`config.mk`:
```
export PLATFORM = sky130hd
export DESIGN_NAME = ex_div_unit
export DESIGN_NICKNAME = d
export VERILOG_FILES = /design/src/rtl/mips_pkg.sv /design/src/rtl/div_core.sv /design/src/rtl/ex_div_unit.sv
export SDC_FILE = /design/constraint.sdc
export NUM_CORES = 1
export LEC_CHECK = 0
export ABC_AREA = 1
export CAP_MARGIN = 20
export CORE_ASPECT_RATIO = 0.8
export CORE_MARGIN = 1
export CORE_UTILIZATION = 45
export DETAILED_ROUTE_END_ITERATION = 8
export PLACE_DENSITY = 0.74
export SLEW_MARGIN = 20
export SYNTH_ARGS = -nofsm -noshare
export SYNTH_HDL_FRONTEND = slang
export SYNTH_SLANG_ARGS = --single-unit
export TNS_END_PERCENT = 20
```
`constraint.sdc`:
```
create_clock -name clk -period 6.1 [get_ports clk]
set_clock_uncertainty 0.05 [all_clocks]
set_input_delay 0.915 -clock clk [delete_from_list [all_inputs] [get_ports clk]]
set_output_delay 0.915 -clock clk [all_outputs]
set_load 0.1 [all_outputs]
```
`src/rtl/mips_pkg.sv`:
```
// Shared definitions for the 5-stage MIPS pipeline.
// Holds the ALU control encodings driven from decode through ID/EX, and the
// state type of the iterative divider in EX.
package mips_pkg;

  localparam logic [2:0] ALU_AND = 3'b000;
  localparam logic [2:0] ALU_OR  = 3'b001;
  localparam logic [2:0] ALU_ADD = 3'b010;
  localparam logic [2:0] ALU_DIV = 3'b011;
  localparam logic [2:0] ALU_SUB = 3'b110;
  localparam logic [2:0] ALU_SLT = 3'b111;

  typedef enum logic [1:0] {
    IDLE,
    RUN,
    DONE
  } div_state_t;

endpackage

```
`src/rtl/div_core.sv`:
```
// Unsigned radix-2 restoring divider datapath with its iteration counter.
//   clk_i, rst_i   : clock, asynchronous active-high reset
//   load_i         : load operands, clear partial remainder, counter = Width-1
//   step_i         : perform one shift / trial-subtract iteration
//   dividend_i     : unsigned dividend (magnitude)
//   divisor_i      : unsigned divisor (magnitude)
//   last_o         : counter is 0, the current step is the final one
//   quo_next_o     : quotient after the current step
//   rem_next_o     : remainder after the current step
module div_core #(
  parameter int unsigned Width = 32
) (
  input  logic             clk_i,
  input  logic             rst_i,
  input  logic             load_i,
  input  logic             step_i,
  input  logic [Width-1:0] dividend_i,
  input  logic [Width-1:0] divisor_i,
  output logic             last_o,
  output logic [Width-1:0] quo_next_o,
  output logic [Width-1:0] rem_next_o
);

  localparam int unsigned CntW = $clog2(Width);

  logic [Width-1:0] quo_q, quo_d;
  logic [Width-1:0] rem_q, rem_d;
  logic [Width-1:0] div_q, div_d;
  logic [CntW-1:0]  cnt_q, cnt_d;

  logic [Width:0]   partial;
  logic [Width+1:0] trial;
  logic             no_borrow;
  logic [Width-1:0] quo_step;
  logic [Width-1:0] rem_step;

  // The shifted partial remainder can reach 2*divisor-1, so the trial
  // subtract is one bit wider than the operands plus a borrow bit.
  always_comb begin
    partial   = {rem_q, quo_q[Width-1]};
    trial     = {1'b0, partial} - {2'b00, div_q};
    no_borrow = ~trial[Width+1];
    quo_step  = {quo_q[Width-2:0], no_borrow};
    // On no borrow the difference is below the divisor, so it fits in Width bits.
    rem_step  = no_borrow ? Width'(trial) : Width'(partial);
  end

  always_comb begin
    quo_d = quo_q;
    rem_d = rem_q;
    div_d = div_q;
    cnt_d = cnt_q;
    if (load_i) begin
      quo_d = dividend_i;
      rem_d = '0;
      div_d = divisor_i;
      cnt_d = CntW'(Width - 1);
    end else if (step_i) begin
      quo_d = quo_step;
      rem_d = rem_step;
      cnt_d = cnt_q - 1'b1;
    end
  end

  always_ff @(posedge clk_i or posedge rst_i) begin
    if (rst_i) begin
      quo_q <= '0;
      rem_q <= '0;
      div_q <= '0;
      cnt_q <= '0;
    end else begin
      quo_q <= quo_d;
      rem_q <= rem_d;
      div_q <= div_d;
      cnt_q <= cnt_d;
    end
  end

  assign last_o     = (cnt_q == '0);
  assign quo_next_o = quo_step;
  assign rem_next_o = rem_step;

endmodule

```
`src/rtl/ex_div_unit.sv`:
```
// Multi-cycle signed/unsigned integer divider in the EX stage.
// Wraps the unsigned div_core with sign handling, the control FSM and
// flush/stall logic; stalls IF/ID/EX while the iteration runs.
//   clk, rst        : clock, asynchronous active-high reset
//   start_i         : valid divide held in EX (level)
//   signed_i        : 1 = div, 0 = divu; sampled on accept
//   flush_i         : kill in-flight divide / suppress acceptance
//   dividend_i      : SrcAE operand
//   divisor_i       : SrcBE operand
//   quotient_o      : registered quotient, held until the next result
//   remainder_o     : registered remainder, held likewise
//   busy_o          : FSM not idle
//   done_o          : one-cycle pulse, results valid
//   div_by_zero_o   : registered with results, divisor was zero
//   stall_o         : stall request to the hazard unit
module ex_div_unit
  import mips_pkg::*;
#(
  parameter int unsigned WIDTH = 32
) (
  input  logic             clk,
  input  logic             rst,
  input  logic             start_i,
  input  logic             signed_i,
  input  logic             flush_i,
  input  logic [WIDTH-1:0] dividend_i,
  input  logic [WIDTH-1:0] divisor_i,
  output logic [WIDTH-1:0] quotient_o,
  output logic [WIDTH-1:0] remainder_o,
  output logic             busy_o,
  output logic             done_o,
  output logic             div_by_zero_o,
  output logic             stall_o
);

  div_state_t state_q, state_d;

  logic             quo_neg_q, quo_neg_d;
  logic             rem_neg_q, rem_neg_d;
  logic [WIDTH-1:0] quotient_q, quotient_d;
  logic [WIDTH-1:0] remainder_q, remainder_d;
  logic             dbz_q, dbz_d;

  logic             accept;
  logic             divisor_zero;
  logic             dividend_neg;
  logic             divisor_neg;
  logic [WIDTH-1:0] dividend_abs;
  logic [WIDTH-1:0] divisor_abs;
  logic             core_load;
  logic             core_step;
  logic             core_last;
  logic [WIDTH-1:0] core_quo;
  logic [WIDTH-1:0] core_rem;

  assign accept       = (state_q == IDLE) && start_i && !flush_i;
  assign divisor_zero = (divisor_i == '0);
  assign dividend_neg = signed_i & dividend_i[WIDTH-1];
  assign divisor_neg  = signed_i & divisor_i[WIDTH-1];
  // MIN_INT negates to itself, which is its correct unsigned magnitude.
  assign dividend_abs = dividend_neg ? -dividend_i : dividend_i;
  assign divisor_abs  = divisor_neg ? -divisor_i : divisor_i;

  assign core_load = accept;
  assign core_step = (state_q == RUN) && !flush_i;

  div_core #(
    .Width(WIDTH)
  ) u_div_core (
    .clk_i      (clk),
    .rst_i      (rst),
    .load_i     (core_load),
    .step_i     (core_step),
    .dividend_i (dividend_abs),
    .divisor_i  (divisor_abs),
    .last_o     (core_last),
    .quo_next_o (core_quo),
    .rem_next_o (core_rem)
  );

  always_comb begin
    state_d     = state_q;
    quo_neg_d   = quo_neg_q;
    rem_neg_d   = rem_neg_q;
    quotient_d  = quotient_q;
    remainder_d = remainder_q;
    dbz_d       = dbz_q;
    unique case (state_q)
      IDLE: begin
        if (accept) begin
          quo_neg_d = dividend_neg ^ divisor_neg;
          rem_neg_d = dividend_neg;
          if (divisor_zero) begin
            // Divide by zero completes without iterating; remainder is the raw operand.
            state_d     = DONE;
            quotient_d  = '1;
            remainder_d = dividend_i;
            dbz_d       = 1'b1;
          end else begin
            state_d = RUN;
          end
        end
      end
      RUN: begin
        if (flush_i) begin
          state_d = IDLE;
        end else if (core_last) begin
          state_d     = DONE;
          quotient_d  = quo_neg_q ? -core_quo : core_quo;
          remainder_d = rem_neg_q ? -core_rem : core_rem;
          dbz_d       = 1'b0;
        end
      end
      DONE: begin
        // A start seen here belongs to the divide now leaving EX.
        state_d = IDLE;
      end
      default: state_d = IDLE;
    endcase
  end

  always_ff @(posedge clk or posedge rst) begin
    if (rst) begin
      state_q     <= IDLE;
      quo_neg_q   <= 1'b0;
      rem_neg_q   <= 1'b0;
      quotient_q  <= '0;
      remainder_q <= '0;
      dbz_q       <= 1'b0;
    end else begin
      state_q     <= state_d;
      quo_neg_q   <= quo_neg_d;
      rem_neg_q   <= rem_neg_d;
      quotient_q  <= quotient_d;
      remainder_q <= remainder_d;
      dbz_q       <= dbz_d;
    end
  end

  assign quotient_o    = quotient_q;
  assign remainder_o   = remainder_q;
  assign div_by_zero_o = dbz_q;
  assign busy_o        = (state_q != IDLE);
  // A flush in DONE retires nothing, so the pulse is masked.
  assign done_o        = (state_q == DONE) && !flush_i;
  assign stall_o       = accept || (state_q == RUN);

endmodule

```
==> run_results.csv, run 1 <==
group,metric,value,unit
grt,grt_max_degree,79,
synthesis,synthesis.area,0.0132,mm²
timing,tns,0,ps
clock_network,holdBufCountCts,0,
finish,nNetsFinal,2271,
placement,pre_cts_ws,1320,ps
synthesis,synth_mux_area_share,0,%
floorplanning,initial_core_util,46.3,%
finish,diodes,0,
placement,place_area,0.0149,mm²
synthesis,ys_ff_latch,170,
timing,finalSetupViolCount,0,
synthesis,yosysSeqAreaShare,32.1,%
floorplanning,core,0.0286,mm²
placement,numPlacedInstances,2514,
floorplanning,die_h,155,µm
status,run_status,"completed",
setup_path,start_kind,"flip-flop",
clock_network,postCtsSetupRepairBufs,0,
flow_run,drv_cap,0,
timing,hold_viol,0,
route,via_per_inst,5.47,
synthesis,syn_avg_cell_area,6.43,µm²
grt,antenna_found_initial,1,
clock_network,cts.sinks,170,
timing,relSlewSlack,29.5,%
finish,area_growth_syn_to_layout,16.9,%
setup_path,worstPathRequired,6370,ps
synthesis,synth_top_family_by_area,"simple AND/OR/NAND/NOR gates",
floorplanning,ios,137,
synthesis,synth-simple-area-share,37.0,%
clock_network,cts_tree,"done",
grt,met1_usage,44.0,%
timing,setup_ws,1130,ps
synthesis,ys_warn_count,0,
clock_network,cts_resized,0,
synthesis,synth_compound_area_share,12.2,%
setup_path,cp.arrival,5240,ps
min_path,min_path_type,"flip-flop to flip-flop",
clock_network,clk_pin_slew,70,ps
floorplanning,design.die.area,0.0301,mm²
setup_path,cp-end-kind,"flip-flop",
route,dr.pass1.iters,6,
synthesis,synth_adder_area_share,3.74,%
grt,grt_busiest_layer,"met1",
route,routed_wl,43.5,mm
timing,rsz0062_at_grt,"false",
timing,period_needed,4970,ps
setup_path,crit_fanout,44,
synthesis,synth_xor_area_share,3.64,%
timing,tightestPinTransition,1060,ps
route,drc,0,
placement,portBuffers,136,
placement,dpl.hpwl,33.4,mm
timing,fin_crit_sh,81.5,%
route,drt-initial-drc-count,1297,
clock_network,insertion_delay,450,ps
clock_network,clk_path_buf_depth,2,
clock_network,cts_buffers,17,
placement,globalplace.congestion,0.916,
grt,grt_pass1_vias,13000,
finish,final_cell_area,0.0155,mm²
synthesis,syn-num-nets,2167,
synthesis,yosysTopAreaCell,"dfrtp_1",
setup_path,critPathKind,"flip-flop to flip-flop",
finish,layout-drive-gt1-share,6.07,%
floorplanning,die_w,194,µm
timing,maxClockFrequency,201,MHz
floorplanning,rows,55,
synthesis,synth.area.top_cells,"dfrtp_1 32%, nand2_1 17%, inv_1 8.7%, nand3_1 7.8%, nor2_1 5.5%",
finish,fin_cells,2546,
clock_network,cts_root_buf,"clkbuf_16",
synthesis,syn_inst,2059,
synthesis,synth.top_cell.area_share,32.1,%
route,antenna_left,0,
grt,use_met2,43.8,%
grt,grt_pass1_wl,69.7,mm
timing,slew_violations,0,
grt,globalRouteTotalUtil,29.3,%
grt,grt_overflow,0,
synthesis,synth.distinct_cells,46,
clock_network,htreeDepth,4,
route,routedWlPerCell,17.1,µm
grt,grt_util_met3,4.51,%
route,via_count,13900,
==> path summary, 6_finish.rpt <==
kind                                 startpoint                   to  slack, ps  depth (start not counted)
setup / recovery           u_div_core.rem_q[19]       quotient_o[28]       1130                         23
max in group asynchronous                   rst  u_div_core.cnt_q[1]       3860                          3
hold reg to reg             u_div_core.cnt_q[4]  u_div_core.cnt_q[4]        430                          1
hold / removal              u_div_core.cnt_q[4]  u_div_core.cnt_q[4]        430                          1
setup reg to reg           u_div_core.rem_q[19]       quotient_o[28]       1130                         23
min in group asynchronous                   rst  u_div_core.quo_q[8]        950                          2
==> worst max-delay path: stages (launching register included) <==
cell and delay [ps]:
dfrtp_1 410, ha_1 380, nand2_2 160, inv_2 40, nand2_1 60, nand2_1 90
a21oi_2 200, nor2_2 90, nor2_8 320, nand2_8 260, inv_2 310, ha_1 260
nand3_1 160, nor3_2 340, nand4_1 250, nor3_1 330, nand3_1 210, nor3_2 230
nand3_1 130, nand2_1 110, o21ai_1 100, xor2_1 160, o22ai_1 120, inv_1 60
==> routing by layer <==
| layer | wire length, µm | part of all wire [%] | vias up |
|---|---|---|---|
| li1 | - | - | 6799 |
| met1 | 21000 | 48 | 6486 |
| met2 | 18300 | 42 | 586 |
| met3 | 3510 | 8.1 | 51 |
| met4 | 615 | 1.4 | 2 |
| met5 | 12 | 0.028 | - |
==> cell usage after synthesis (all sizes together) <==
library cell and number:
a21oi 85, a22oi 3, a31o 1, a31oi 17
and2 6, buf 27, clkbuf 39, clkinv 3
dfrtp 170, fa 1, ha 38, inv 320
nand2 632, nand3 211, nand3b 14, nand4 13
nor2 214, nor3 28, nor4 6, o211ai 6
o21ai 113, o21bai 6, o221ai 29, o22a 1
o22ai 17, o32ai 1, or2 2, or3 1
xnor2 12, xor2 43
==> through the flow <==
step / hold WS (ps) / utilization, %
after floorplan: 398 / -
after global placement: 418 / 52.2
after detailed placement: 420 / 52.2
after CTS: 442 / 54.2
after global routing: 467 / 54.2
final: 434 / 54.2
==> layout by cell type, fill, tap and decap left out, drive strengths merged, types with 6 or more instances in the layout <==
cell           Yosys  layout
and2               6       6
dfrtp            170     170
nor2             214     214
clkdlybuf4s50      0     136
nor3              28      28
o22ai             17      17
buf               27      15
nand3            211     211
nand4             13      13
nand2            632     632
nand3b            14      14
ha                38      38
xor2              43      43
a31oi             17      17
o221ai            29      29
clkbuf            39      18
o21ai            113     113
nor4               6       6
o211ai             6       6
clkinv             3       6
xnor2             12      12
inv              320     327
a21oi             85      85
o21bai             6       6
==> area by class of cell <==
cell class                      count  area (µm²)
Clock inverter                     14         135
Tap cell                          370         463
Clock buffer                       18         439
Fill cell                        2839       13100
Multi-Input combinational cell   1500        7490
Sequential cell                   170        4250
Timing Repair Buffer              151        1470
Inverter                          323        1220
==> flip-flops by register name (all words and copies together), names as in the netlist <==
name,count
rem_neg_q,1
remainder_o,32
quotient_o,32
quo_neg_q,1
u_div_core.div_q,32
u_div_core.rem_q,32
u_div_core.cnt_q,5
u_div_core.quo_q,32
state_q,2
div_by_zero_o,1
==> kinds of logic (layout without fill, tap and decap cells) <==
family                     after synthesis  after routing
adders and majority gates               39             39
buffers and inverters                  389            506
AOI/OAI and AO/OA                      279            279
DFF                                    170            170
xor gates and xnor gates                55             55
and+or+nand+nor                       1127           1127
Power of run 1 is left out: the tool's default activity adds up to more than one toggle a clock period on the data nets, which glitch-free logic cannot reach.
==> inputs of run 2 (changes only) <==
--- a/config.mk
+++ b/config.mk
@@ -11,7 +11,7 @@
 export CORE_MARGIN = 1
 export CORE_UTILIZATION = 45
 export DETAILED_ROUTE_END_ITERATION = 8
-export PLACE_DENSITY = 0.74
+export PLACE_DENSITY = 0.76
 export SLEW_MARGIN = 20
 export SYNTH_ARGS = -nofsm -noshare
 export SYNTH_HDL_FRONTEND = slang
==> constraint.sdc (replaced) <==
create_clock -name clk -period 4.4 [get_ports clk]
set_clock_uncertainty 0.05 [all_clocks]
set_input_delay 0.66 -clock clk [delete_from_list [all_inputs] [get_ports clk]]
set_output_delay 0.66 -clock clk [all_outputs]
set_load 0.1 [all_outputs]
==> run 2 against run 1 <==
Net effect: sequential share of layout area is 0.29 points lower; via count grew 0.56%; worst setup slack worse by 860 ps; global-route usage shrank 0.32 points; cell count grew 0.67%; routed wire length is 0.55% lower; largest cell class unchanged; critical endpoint unchanged; clock-buffer cell count unchanged; critical path depth increased by 3; non-clock buffer count up 16; highest routed layer is now met4.
==> run_results.csv, run 2 (same netlist as run 1, synthesis figures left out) <==
group,metric,value,unit
grt,use_met2,42.1,%
placement,globalplace.congestion,0.986,
finish,num-fill-cells,2816,
finish,layout-drive-gt1-share,6.98,%
floorplanning,initial_core_util,46.3,%
finish,final_cell_area,0.0156,mm²
timing,tightestPinTransition,1020,ps
finish,final_common_cell,"nand2_1",
timing,maxClockFrequency,242,MHz
timing,hold_viol,0,
grt,met1_usage,42.8,%
min_path,min_path_type,"flip-flop to flip-flop",
clock_network,htreeDepth,4,
grt,grt_pass1_wl,68.6,mm
route,routed_wl,43.2,mm
floorplanning,ios,137,
setup_path,cp-end-kind,"flip-flop",
clock_network,cts_buffers,17,
timing,period_needed,4120,ps
setup_path,crit_buf_inv,3,
finish,mostFrequentLayoutCells,"602 x nand2_1, 305 x inv_1, 204 x nand3_1",
clock_network,cts.sinks,170,
grt,grt_util_met3,6.48,%
timing,fin_crit_sh,93.7,%
clock_network,cts_root_buf,"clkbuf_16",
setup_path,crit_slowest_cell,"dfrtp_1",
setup_path,start_kind,"flip-flop",
route,drc,0,
route,dr.pass1.iters,7,
timing,slew_violations,0,
timing,relSlewSlack,32.1,%
setup_path,cp.arrival,4410,ps
floorplanning,rows,55,
floorplanning,core,0.0286,mm²
setup_path,cpPeakStageDelay,380,ps
grt,globalRouteTotalUtil,29.0,%
setup_path,cp_top_family,"simple AND/OR/NAND/NOR gates",
grt,grt_busiest_layer,"met1",
clock_network,insertion_delay,450,ps
grt,grt_max_degree,132,
timing,worst_hold_slack,439,ps
clock_network,clk_pin_slew,70,ps
clock_network,clk_path_buf_depth,2,
floorplanning,design.die.area,0.0301,mm²
route,via_per_inst,5.46,
setup_path,critPathMostFrequentCell,"nand2_1",
grt,grt_pass1_vias,12900,
timing,finalSetupViolCount,0,
setup_path,critPathKind,"flip-flop to flip-flop",
grt,grt_overflow,0,
floorplanning,die_w,194,µm
grt,antenna_found_initial,0,
setup_path,crit_fanout,8,
setup_path,worstPathRequired,4680,ps
placement,place_area,0.0150,mm²
clock_network,cts_tree,"done",
route,drt-initial-drc-count,1594,
status,run_status,"completed",
finish,diodes,0,
finish,nNetsFinal,2288,
finish,area_growth_syn_to_layout,18.2,%
flow_run,drv_cap,0,
route,antenna_left,0,
placement,dpl.hpwl,33.2,mm
route,routedWlPerCell,16.9,µm
placement,portBuffers,136,
floorplanning,die_h,155,µm
route,via_count,14000,
## run 2: changes by cell type in the layout (fill, tap and decap cells not counted), moves of 2 or more
cell and change:
nand3_1 -2, nor3_4 +2, buf_4 +17, nand3_2 +2, clkdlybuf4s50_1 -2
## run 2: worst paths after layout
kind / startpoint / to / slack (ps) / cells after the start
max: u_div_core.div_q[2] / quotient_o[28] / 280 / 26
min: u_div_core.div_q[22] / u_div_core.div_q[22] / 440 / 2
max reg2reg: u_div_core.div_q[2] / quotient_o[28] / 280 / 26
min reg2reg: u_div_core.div_q[22] / u_div_core.div_q[22] / 440 / 2
max in group asynchronous: rst / u_div_core.div_q[20] / 2990 / 3
min in group asynchronous: rst / quotient_o[5] / 700 / 3
## run 2: what timing repair did
item,CTS,global route
hold buffers,0,0
setup endpoints to repair,0,4
resized for setup,0,7
setup buffers,0,6
## run 2: per-stage QoR
stage          TNS [ps]  instances  setup WS (ps)  util (%)
2_1_floorplan         0       2059            940         -
3_3_place_gp          0       2524            377      52.5
5_1_grt           -94.4       2563          -60.0      54.8
4_1_cts               0       2556            160      54.4
3_5_place_dp          0       2524            195      52.5
6_report              0       2563            276      54.8
## run 2: worst min-delay path, cell delays in order, from the launching register on
cell,delay [ps]
dfrtp_1,340
nand2_1,50
o21ai_0,60
## run 2: metal layers
layer | part of all wire, % | wire length (µm)
met5 | 0 | 0
met4 | 1.6 | 680
met3 | 9.3 | 4020
met2 | 41 | 17900
met1 | 48 | 20600
## run 2: layout make-up
class,count,area (µm²),area share [%]
clock buffer,18,429,2.74
clock inverter,14,136,0.872
inverter,323,1220,7.78
multi-input combinational,1501,7540,48.2
sequential,170,4250,27.2
tap,370,463,2.96
timing repair buffer,167,1600,10.2
Power of run 2 is left out for the same reason.
